**config.mk**
```make
export PLATFORM = sky130hd
export DESIGN_NAME = uart_baud_gen
export DESIGN_NICKNAME = d
export VERILOG_FILES = /design/src/rtl/uart_baud_gen.sv
export SDC_FILE = /design/constraint.sdc
export NUM_CORES = 1
export LEC_CHECK = 0
export ABC_CLOCK_PERIOD_IN_PS = 4650
export CORE_MARGIN = 5
export CORE_UTILIZATION = 25
export DETAILED_ROUTE_END_ITERATION = 10
export DONT_BUFFER_PORTS = 1
export GPL_ROUTABILITY_DRIVEN = 0
export GPL_TIMING_DRIVEN = 1
export HOLD_SLACK_MARGIN = 0.15
export SLEW_MARGIN = 20
export SYNTH_ARGS = -nofsm -noshare
export SYNTH_HDL_FRONTEND = slang
export SYNTH_SLANG_ARGS = --single-unit
```
**constraint.sdc**
```tcl
create_clock -name clk_i -period 4.65 [get_ports clk_i]
set_clock_uncertainty 0.15 [all_clocks]
set_input_delay 0.93 -clock clk_i [delete_from_list [all_inputs] [get_ports clk_i]]
set_output_delay 0.93 -clock clk_i [all_outputs]
set_load 0.1 [all_outputs]
```
**src/rtl/uart_baud_gen.sv**
```systemverilog
// UART baud-rate generator.
// A period counter produces one oversample tick every INT (or INT+1) clocks.
// A phase counter divides those ticks into bit ticks and mid-bit sample ticks.
// A new divisor can be loaded at run time. It waits as pending until the next
// period wrap, or it takes effect at once while stopped or on a sync restart.
// Build option: define UART_BAUD_FRAC_EN to add the fractional accumulator.
// The accumulator stretches some periods by one clock so that the average
// period is INT + FRAC/2^FRAC_W clocks.
`timescale 1ns/1ps

module uart_baud_gen #(
  parameter int FREQ     = 100_000_000,
  parameter int BAUDRATE = 2400,
  parameter int RATIO    = 8,
  parameter int DIV_W    = 16,
  parameter int FRAC_W   = 4
) (
  input  logic              clk_i,
  input  logic              rstn_i,
  input  logic              en_i,
  input  logic              sync_i,
  input  logic              div_load_i,
  input  logic [DIV_W-1:0]  div_int_i,
  input  logic [FRAC_W-1:0] div_frac_i,
  output logic              os_ce_o,
  output logic              bit_ce_o,
  output logic              mid_ce_o,
  output logic              load_pending_o,
  output logic              err_o
);

  localparam int     PH_W     = $clog2(RATIO);
  localparam longint DEN      = longint'(BAUDRATE) * longint'(RATIO);
  localparam longint INT_CALC = longint'(FREQ) / DEN;
  localparam logic [DIV_W-1:0] INT_RST = INT_CALC[DIV_W-1:0];

  localparam logic [PH_W-1:0] PH_LAST = PH_W'(RATIO - 1);
  localparam logic [PH_W-1:0] PH_MID  = PH_W'(RATIO / 2 - 1);

  logic [DIV_W-1:0] r_int;
  logic [DIV_W-1:0] r_pend_int;
  logic             r_pending;
  logic             r_err;
  logic [DIV_W-1:0] r_cnt;
  logic [PH_W-1:0]  r_ph;
  logic             r_os;
  logic             r_bit;
  logic             r_mid;

  logic w_load_ok;
  logic w_load_bad;
  logic w_restart;
  logic w_last;
  logic w_wrap;

  // A divisor below 2 cannot produce a period, so such a load is refused.
  assign w_load_ok  = div_load_i && (div_int_i >= DIV_W'(2));
  assign w_load_bad = div_load_i && (div_int_i <  DIV_W'(2));
  assign w_restart  = !en_i || sync_i;
  assign w_wrap     = en_i && !sync_i && w_last;

`ifdef UART_BAUD_FRAC_EN
  localparam longint FRAC_CALC = (longint'(FREQ) << FRAC_W) / DEN;
  localparam logic [FRAC_W-1:0] FRAC_RST = FRAC_CALC[FRAC_W-1:0];

  logic [FRAC_W-1:0] r_frac;
  logic [FRAC_W-1:0] r_pend_frac;
  logic [FRAC_W-1:0] r_acc;
  logic              r_carry;
  logic [FRAC_W-1:0] w_frac_eff;
  logic [FRAC_W:0]   w_acc_sum;

  // The wrap that applies a pending divisor already accumulates the new fraction.
  assign w_frac_eff = r_pending ? r_pend_frac : r_frac;
  assign w_acc_sum  = {1'b0, r_acc} + {1'b0, w_frac_eff};
  // A carry from the previous wrap stretches this period by one clock.
  assign w_last     = r_carry ? (r_cnt == r_int) : (r_cnt == r_int - DIV_W'(1));

  // Fractional divisor: active and pending copies follow the integer part.
  always_ff @(posedge clk_i or negedge rstn_i) begin
    if (!rstn_i) begin
      r_frac      <= FRAC_RST;
      r_pend_frac <= '0;
    end else if (w_restart) begin
      if (w_load_ok)      r_frac <= div_frac_i;
      else if (r_pending) r_frac <= r_pend_frac;
    end else begin
      if (w_wrap && r_pending) r_frac      <= r_pend_frac;
      if (w_load_ok)           r_pend_frac <= div_frac_i;
    end
  end

  // Accumulator advances once per period; it is cleared by a stop or a sync restart.
  always_ff @(posedge clk_i or negedge rstn_i) begin
    if (!rstn_i) begin
      r_acc   <= '0;
      r_carry <= 1'b0;
    end else if (w_restart) begin
      r_acc   <= '0;
      r_carry <= 1'b0;
    end else if (w_last) begin
      r_acc   <= w_acc_sum[FRAC_W-1:0];
      r_carry <= w_acc_sum[FRAC_W];
    end
  end
`else
  logic w_unused_frac;

  assign w_unused_frac = ^div_frac_i;
  assign w_last        = (r_cnt == r_int - DIV_W'(1));
`endif

  // Integer divisor and load handling.
  // While stopped or on a sync restart, a load is written straight into the
  // active divisor, so the restarted period already uses the new value.
  always_ff @(posedge clk_i or negedge rstn_i) begin
    if (!rstn_i) begin
      r_int      <= INT_RST;
      r_pend_int <= '0;
      r_pending  <= 1'b0;
    end else if (w_restart) begin
      r_pending <= 1'b0;
      if (w_load_ok)      r_int <= div_int_i;
      else if (r_pending) r_int <= r_pend_int;
    end else begin
      if (w_wrap && r_pending) begin
        r_int     <= r_pend_int;
        r_pending <= 1'b0;
      end
      if (w_load_ok) begin
        r_pend_int <= div_int_i;
        r_pending  <= 1'b1;
      end
    end
  end

  // Sticky error flag for refused loads.
  always_ff @(posedge clk_i or negedge rstn_i) begin
    if (!rstn_i)         r_err <= 1'b0;
    else if (w_load_bad) r_err <= 1'b1;
  end

  // Period counter, phase counter and registered tick outputs.
  always_ff @(posedge clk_i or negedge rstn_i) begin
    if (!rstn_i) begin
      r_cnt <= '0;
      r_ph  <= '0;
      r_os  <= 1'b0;
      r_bit <= 1'b0;
      r_mid <= 1'b0;
    end else if (w_restart) begin
      r_cnt <= '0;
      r_ph  <= '0;
      r_os  <= 1'b0;
      r_bit <= 1'b0;
      r_mid <= 1'b0;
    end else if (w_last) begin
      r_cnt <= '0;
      r_os  <= 1'b1;
      r_bit <= (r_ph == PH_LAST);
      r_mid <= (r_ph == PH_MID);
      r_ph  <= (r_ph == PH_LAST) ? '0 : r_ph + PH_W'(1);
    end else begin
      r_cnt <= r_cnt + DIV_W'(1);
      r_os  <= 1'b0;
      r_bit <= 1'b0;
      r_mid <= 1'b0;
    end
  end

  assign os_ce_o        = r_os;
  assign bit_ce_o       = r_bit;
  assign mid_ce_o       = r_mid;
  assign load_pending_o = r_pending;
  assign err_o          = r_err;

endmodule

```
### Yosys cells after proc, flatten, opt, wreduce, memory -nomap -nowiden

Cells that the tools add are included.

* bits in registers: 56
* input port bits: 25
* output and inout port bits: 5
* logic and storage cells: 50

* $add $sub $neg: 3
* $lt $le $gt $ge: 2
* equality and inequality tests: 4
* multiplexer cells: 18
* bitwise operators: 1
* reductions and logical operators: 13

Operators by type and width (number)
* two-way mux 16 bit: 6
* adder 16 x 1 -> 16 bit (second input constant): 1
* == test 16 bit: 1
* greater-or-equal comparator 16 x 2 -> 1 bit (second input constant): 1
* less-than comparator 16 x 2 -> 1 bit (second input constant): 1
* subtractor 16 x 1 -> 16 bit (second input constant): 1
* two-way mux 1 bit: 9
* two-way mux 3 bit: 3
* logical AND 1 bit: 5
* AND reduction 2 bit: 2
* nonzero test 2 bit: 2
* adder 3 x 1 -> 3 bit (second input constant): 1
* == test 3 x 2 -> 1 bit (second input constant): 1
* == test 3 bit (second input constant): 1
* inequality test 3 bit (second input constant): 1
* nonzero test 3 bit: 1
* logical NOT 1 bit: 2
* logical OR 1 bit: 1
* inverter 1 bit: 1

### Depth between registers and ports, before layout

Gate-level depths: netlist of run 1.

* depth after elaboration: 7
* mapped depth: 10
* depth with buffers taken out: 8

### Worst setup path before layout of run 1

OpenSTA, ideal clock, no wires.

* kind: reg-to-reg
* start point: register r_int[5]
* end point: register r_int[10]
* setup time: 88 ps
* arrival: 2709 ps
* setup slack: 1703 ps
* cell stages (with the launch flop): 11
* path buffers: 4
* period minus slack after synthesis: 2947 ps
* cells stage by stage: dfrtp_1 > buf_2 > or4_4 > buf_6 > or4_4 > xnor2_2 > nand3_1 > or3b_1 > buf_6 > buf_8 > a221oi_2

* longest elaborated chain between the ends: 6

RTL lines
* start: declaration: RTL line 40 `logic [DIV_W-1:0] r_int;`
* start signal: assignment: RTL line 123 `if (w_load_ok) r_int <= div_int_i;`
* start signal: assignment: RTL line 124 `else if (r_pending) r_int <= r_pend_int;`
* start signal: assignment: RTL line 127 `r_int <= r_pend_int;`
* subtractor 16 x 1 -> 16 bit: RTL line 110 `assign w_last = (r_cnt == r_int - DIV_W'(1));`
* == test 16 bit: RTL line 110
* logical AND 1 bit: RTL line 60 `assign w_wrap = en_i && !sync_i && w_last;`
* logical AND 1 bit: RTL line 126 `if (w_wrap && r_pending) begin`
* nonzero test 2 bit (no source line)
* AND reduction 2 bit (no source line)

Every way passes these cells.
A chain may end at the register's enable or synchronous reset.

### Worst setup path in the final report of run 1

* start point: register r_int[0]
* end point: register r_int[0]

The elaborated chain is that of the path after synthesis.

==> reports/qor.txt, run 1 <==
Leakage power = 1.33 nW
Placed Area = 3330 um^2
Drt pass-1 iters = 4
Setup violators final = 0
Clock-pin slew on the worst setup and hold paths = 0.08 ns
Die height = 123 um
Synth Flop Type = dfrtp_1
Fmax = 285 MHz
CP max FO = 19
Post-Syn Instances = 313
Flop2flop setup slack = 1.14 ns
Post-route DRC = 0
Gr ovfl total = 0
CTS buffer count = 5
CTS Buffer Depth = 2
Critical path data required time = 4.69 ns
Gr usage total = 9.79%
Number of core rows = 41
Routed Antenna Nets = 0
Routed wire length = 6860 um
Pwr/cell area = 366 nW/um^2
Maximum vdd drop = 0.164 mV
Routed length per placed instance = 14.4 um
1st-iter DRT viols = 128
First-pass GRT wire length = 11,800 um
Share of layout cells above drive strength 1 = 16.1%
Fin. Hold Viols = 0
Clock Latency Late Sink = 0.30 ns
TNS Setup = 0 ns
Hold_buf cts = 0
Most frequent cells in the layout = 53 x nor2_1, 51 x dfrtp_1, 18 x xor2_1
Inst Count DP = 468
Initial antenna violation count = 0
M1 GR Usage = 13.0%
EDFF count, synth = 0
Final Total Pwr = 1.27 mW
Fin crit period = 3.51 ns
Largest net degree at the start of global routing = 57
Worst min path class = in -> async
Yosys top cell by area = dfrtp_1
Post-DP HPWL = 4830 um
Synthesized cell area = 3210 um^2
Seq/Total Area, Yosys = 43.9%
Buffers on Ports = 0
Synth top area share = 39.8%
Post-CTS Repair Setup Buffers = 0
Utilization after layout = 27.6%
Finished Layout Cells = 476
Worst-Margin Slew = 0.941 ns
Vias in the first global route = 2,374
# diodes = 0
Ports = 30
CTS root buffer = clkbuf_16
Met3 global-route usage = 2.24%
Area growth, synth to finish = 8.42%
Asr flop ratio synth = 100%
Pre-CTS worst setup slack = 1.19 ns
Nets = 333
Status = completed
WS Path Type = reg -> reg
Syn Nets = 343
Via count = 2,362
CORE AREA = 12,600 um^2
Tcrit/Tclk final = 75.5%
Die area = 15,200 um^2
Worst hold margin = 0.165 ns
Met2 track demand over resource = 15.9%
Syn_area_per_cell = 10.3 um^2
Die W = 123 um
CTS tree = built
CTS Sinks = 56
Register bit count reported by yosys = 56
Max-Cap Viols = 0
Yosys warning count = 0
Final setup margin = 1.14 ns
Post-Layout Inst Area = 3480 um^2
Fin. max-slew vios = 0
Worst setup EP type = flip-flop
Commonest non-fill, non-tap cell in the layout = nor2_1
Vias per Instance = 4.96
Initial Util = 25.4%
H-tree depth = 2
RSZ-0062 raised after global routing = false
Post-CTS sizing = 0
CP Launch Type = flip-flop
Crit path DAT = 3.55 ns
Busiest metal layer after global routing = met2
Slew Limit Headroom = 37.3%
Dominant cells by area after synthesis = dfrtp_1 40%, nor2_1 6.2%, mux2_2 5.6%
Post-synth cell types = 54
## registers in the layout (all words and copies together) (netlist names)
| register | cells |
|---|---|
| mid_ce_o | 1 |
| bit_ce_o | 1 |
| r_int | 16 |
| r_pend_int | 16 |
| r_cnt | 16 |
| r_ph | 3 |
| load_pending_o | 1 |
| err_o | 1 |
| os_ce_o | 1 |
## layout make-up
cell class	instances	area (um^2)
inverters	8	30.0
repair buffers	3	22.5
well taps	172	215
clock buffers	5	125
clock inverters	3	27.5
fillers	1356	9140
multi-input cells	229	1650
flip-flops and latches	56	1410
## layer usage
layer  vias to the layer above  wire length, um
met3                         8              275
li1                       1125                -
met1                      1193             3200
met2                        36             3290
met5                         -                0
met4                         0               97
## cells by family (layout without fill, tap and decap cells)
logic type	after synthesis	in the layout	synth area share, %
and+or+nand+nor	117	117	19.1
AOI/OAI and AO/OA	59	59	15.8
DFF	56	56	43.9
xor gates and xnor gates	31	31	8.69
buffers and inverters	28	19	4.68
muxes	17	17	5.93
adders and majority gates	5	5	1.95
## worst paths after layout
| path | from | to | depth (start not counted) |
|---|---|---|---|
| setup / recovery | r_int[0] | r_int[0] | 7 |
| hold / removal | rstn_i | r_pend_int[13] | 0 |
| setup reg to reg | r_int[0] | r_int[0] | 7 |
| hold reg to reg | r_pend_int[13] | r_pend_int[13] | 1 |
| max in group asynchronous | rstn_i | r_int[3] | 0 |
| min in group clk_i | r_pend_int[13] | r_pend_int[13] | 1 |
## worst max-delay path, stage by stage (launching register included)
cell and delay, ns:
dfrtp_1 0.45, inv_1 0.08, ha_1 0.21, or3b_2 0.54, o41ai_2 0.38, o2111ai_2 0.35, or3b_1 0.84, a221oi_1 0.40
## where the power goes
part,switching (mW),total [mW],internal [mW]
logic,0.127,0.250,0.123
clock network,0.187,0.392,0.205
registers,0.0772,0.633,0.556
total,0.391,1.27,0.884
## synthesized netlist by cell type, types with 2 or more instances
master,count
inv_1,8
or3_1,3
ha_1,5
o21bai_1,2
or4_4,2
nand2b_1,4
and4_1,2
o31a_1,2
a221oi_1,9
nor3_1,7
nor4_2,2
buf_4,2
nor3b_1,2
and3_1,5
nand3b_1,2
buf_6,3
a221oi_2,7
mux2_2,16
nor2_1,53
nor4_1,6
buf_2,3
nand4_1,4
o21a_1,2
o22ai_1,16
nand3_1,11
dfrtp_1,51
nor4b_1,3
a21oi_1,5
xor2_1,18
o21ai_0,2
nand2_1,5
clkbuf_1,11
dfstp_2,5
xnor2_1,12
or4_1,2
o211ai_1,3
No activity file was read; power rests on OpenSTA's default activity.
==> run 2, diff against run 1 <==
ABC_CLOCK_PERIOD_IN_PS = 2940   (was 4650)
clock period = 2.94 ns   (was 4.65 ns; I/O delays follow)
==> reports/qor.txt, run 2 (synthesized netlist as in run 1, its figures left out) <==
Status = complete, but fails checks
Violated checks = setup timing
Leakage power = 1.56 nW
Most frequent cells in the layout = 53 x nor2_1, 51 x dfrtp_1, 26 x buf_4
Largest regs = r_cnt (16), r_int (16), r_pend_int (16)
CTS root buffer = clkbuf_16
Commonest non-fill, non-tap cell in the layout = nor2_1
Fin crit period = 3.03 ns
Clock-pin slew on the worst setup and hold paths = 0.08 ns
RSZ-0062 raised after global routing = true
Post-route DRC = 0
M1 GR Usage = 13.6%
CORE AREA = 12,600 um^2
Drt pass-1 iters = 4
CTS buffer count = 5
Slew Limit Headroom = 40.5%
Initial Util = 25.4%
Inst Count DP = 491
Met2 track demand over resource = 17.7%
Nets = 366
Worst min path class = in -> reg
Area of the multi-input gates = 1790 um^2
WS Path Type = reg -> reg
Routed length per placed instance = 15.3 um
Ports = 30
Gr ovfl total = 0
CTS tree = built
Fmax = 330 MHz
Worst hold margin = 0.269 ns
Fin. Hold Viols = 0
Vias per Instance = 4.92
CTS Sinks = 56
Via count = 2,502
Number of core rows = 41
Tcrit/Tclk final = 103%
Fin. max-slew vios = 0
Initial antenna violation count = 0
CTS Buffer Depth = 2
Die W = 123 um
Share of layout cells above drive strength 1 = 29.7%
Setup violators final = 34
Worst-Margin Slew = 0.892 ns
Maximum vdd drop = 0.267 mV
H-tree depth = 2
Busiest metal layer after global routing = met2
CP Launch Type = flip-flop
Pwr/cell area = 553 nW/um^2
Filler Cells Inserted = 1,319
1st-iter DRT viols = 161
Met3 global-route usage = 2.33%
Area growth, synth to finish = 23.3%
# diodes = 0
Die area = 15,200 um^2
Max-Cap Viols = 0
Final setup margin = -0.0891 ns
Vias in the first global route = 2,541
FF+latch area = 1410 um^2
Gr usage total = 10.6%
Final Total Pwr = 2.19 mW
Buffers on Ports = 0
Crit path DAT = 3.06 ns
First-pass GRT wire length = 12,800 um
Worst setup EP type = flip-flop
Finished Layout Cells = 509
Critical path data required time = 2.97 ns
Die height = 123 um
CP max FO = 8
Routed Antenna Nets = 0
Post-DP HPWL = 5290 um
Pre-CTS worst setup slack = -0.104 ns
Clock Latency Late Sink = 0.30 ns
Flop2flop setup slack = -0.09 ns
Largest net degree at the start of global routing = 57
Routed wire length = 7810 um
run 2: worst paths after layout:
kind | startpoint | to | depth (start not counted)
worst min register to register | r_pend_int[14] | r_pend_int[14] | 1
min in group asynchronous | rstn_i | r_pend_int[11] | 2
worst max register to register | r_int[0] | r_int[9] | 11
worst min-delay path | div_load_i | err_o | 2
max in group asynchronous | rstn_i | r_int[12] | 2
worst max-delay path | r_int[0] | r_int[9] | 11
run 2: what timing repair did:
item / 4_1_cts / 5_1_grt
buffers inserted: 4 / 3
pin swaps: 4 / 7
cloned: 0 / 1
endpoints found under the setup margin: 17 / 39
hold buffers: 2 / 0
endpoints found under the hold margin: 56 / 0
gates resized for setup: 13 / 17
run 2: layout make-up:
type / instances / share of cell area [%]
repair buffers: 36 / 9.17
flip-flops and latches: 56 / 35.6
well taps: 172 / 5.44
multi-input cells: 229 / 45.3
inverters: 8 / 0.759
clock inverters: 3 / 0.601
clock buffers: 5 / 3.16
run 2: report_power, final:
part	switching, mW	leakage, nW	internal [mW]
Combinational	0.322	0.794	0.299
Sequential	0.0776	0.704	0.879
Clock	0.291	0.0660	0.318
Total	0.691	1.56	1.50
run 2: routing by layer:
layer	up-vias	wire length (um)
li1	1192	-
met5	-	0
met1	1273	3430
met3	7	259
met2	30	4020
met4	0	96
run 2: worst max-delay path, cell delays in order (launching register included):
cell and delay (ns):
dfrtp_1 0.40, inv_1 0.07, ha_2 0.17, or3b_4 0.41, or4_4 0.57, xnor2_4 0.20, nand4_1 0.15, buf_4 0.18
o31ai_4 0.21, buf_4 0.17, clkbuf_16 0.16, a221oi_2 0.06
run 2: stage by stage:
step                      area [um^2]  TNS [ns]  utilization (%)
after CTS                        3830    -0.211             30.3
after floorplan                  3220         0                -
final                            3960     -1.63             31.4
after detailed placement         3530     -1.02             28.0
after global placement           3530    -0.265             28.0
after global routing             3960     -5.03             31.4
==> run 3, diff against run 2 <==
CORE_MARGIN = default   (was 5)
SKIP_LAST_GASP = 1   (was default)
==> reports/qor.txt, run 3 (synthesized netlist as in run 1, its figures left out) <==
Fin crit period = 2.93 ns
Post-DP HPWL = 5150 um
Commonest non-fill, non-tap cell in the layout = nor2_1
Fin. Hold Viols = 0
Clock Latency Late Sink = 0.31 ns
Slew Limit Headroom = 41.0%
CORE AREA = 12,600 um^2
Die W = 115 um
Filler Cells Inserted = 1,292
Setup violators final = 0
Post-Layout Inst Area = 3810 um^2
# diodes = 0
WS Path Type = reg -> reg
Crit path DAT = 2.99 ns
CTS root buffer = clkbuf_16
Post-route DRC = 0
Largest regs = r_cnt (16), r_int (16), r_pend_int (16)
CTS Sinks = 56
Routed Antenna Nets = 0
Area growth, synth to finish = 18.7%
Placed Area = 3530 um^2
H-tree depth = 2
CTS Buffer Depth = 2
Share of layout cells above drive strength 1 = 26.4%
Gr ovfl total = 0
CP max FO = 16
Routed wire length = 7280 um
Tcrit/Tclk final = 99.6%
Worst hold margin = 0.271 ns
Status = completed
Most frequent cells in the layout = 53 x nor2_1, 51 x dfrtp_1, 23 x buf_4
Fin. max-slew vios = 0
RSZ-0062 raised after global routing = true
First-pass GRT wire length = 12,300 um
CTS buffer count = 5
Ports = 30
Via count = 2,476
Fmax = 341 MHz
Die height = 115 um
Leakage power = 1.50 nW
Critical path data required time = 3.00 ns
Worst min path class = in -> reg
CTS tree = built
1st-iter DRT viols = 132
Vias per Instance = 4.93
Drt pass-1 iters = 4
Clock-pin slew on the worst setup and hold paths = 0.08 ns
Utilization after layout = 30.3%
Vias in the first global route = 2,431
Pwr/cell area = 570 nW/um^2
Die area = 13,300 um^2
Worst-Margin Slew = 0.885 ns
CP Launch Type = flip-flop
Worst setup EP type = flip-flop
Initial antenna violation count = 0
Maximum vdd drop = 0.251 mV
Gr usage total = 11.8%
Largest net degree at the start of global routing = 57
Number of core rows = 41
Max-Cap Viols = 0
Routed length per placed instance = 14.5 um
Initial Util = 25.5%
Nets = 359
Buffers on Ports = 0
-- run 3: changes by cell type in the layout (fill, tap and decap cells not counted), moves of 2 or more --
cell,previous run,this run
inv_6,0,2
a221oi_1,0,2
clkinvlp_4,2,0
buf_6,4,2
nor4b_4,2,0
a221oi_2,15,13
buf_4,26,23
nor4b_1,1,3
-- run 3: worst paths after layout --
path	start	slack, ns	end	cells past startpoint
hold reg to reg	r_pend_int[14]	0.36	r_pend_int[14]	1
max in group asynchronous	rstn_i	1.68	r_int[6]	2
min in group asynchronous	rstn_i	0.66	r_pend_int[9]	2
setup / recovery	r_int[0]	0.01	r_int[8]	9
hold / removal	div_load_i	0.27	err_o	2
setup reg to reg	r_int[0]	0.01	r_int[8]	9
-- run 3: worst max-delay path, stage by stage (launching register included) --
cell and delay, ns:
dfrtp_1 0.38, inv_1 0.06, ha_2 0.17, or3b_4 0.41
or4_4 0.54, xnor2_2 0.17, nand3_1 0.09, or3b_4 0.43
buf_12 0.17, a221oi_2 0.26
-- run 3: layout make-up --
type	count	area, um^2	area share [%]
clock buffer	5	125	3.28
clock inverter	3	28.8	0.755
inverter	8	30.0	0.788
multi-input combinational	229	1730	45.4
sequential	56	1410	36.9
tap	172	215	5.65
timing repair buffer	29	273	7.16
-- run 3: timing repair --
action,4_1_cts,5_1_grt
resized for setup,4,12
hold buffers,2,0
buffers inserted,0,1
pin swaps,1,0
endpoints found under the setup margin,15,29
cloned,0,0
endpoints found under the hold margin,56,0
-- run 3: layer usage --
metal  wire, um  vias to the layer above  track usage, %
met5          0                        -               0
met4        121                        0            4.42
met3        218                       10            2.42
met2       3610                       32            19.5
met1       3330                     1260            15.2
li1           -                     1174               -
-- run 3: through the flow --
step                      TNS (ns)  power [mW]  std cells  setup WS, ns
after global placement     -0.0960        1.47        491       -0.0187
final                            0        2.17        502        0.0116
after detailed placement    -0.254        1.49        491       -0.0620
after global routing         -1.22        2.29        502       -0.0942
after floorplan                  0        1.34        313       0.00456
after CTS                        0        2.16        501        0.0174
-- run 3: power by group --
group	switching, mW	internal [mW]
clock	0.311	0.329
sequential	0.0742	0.878
combinational	0.299	0.279
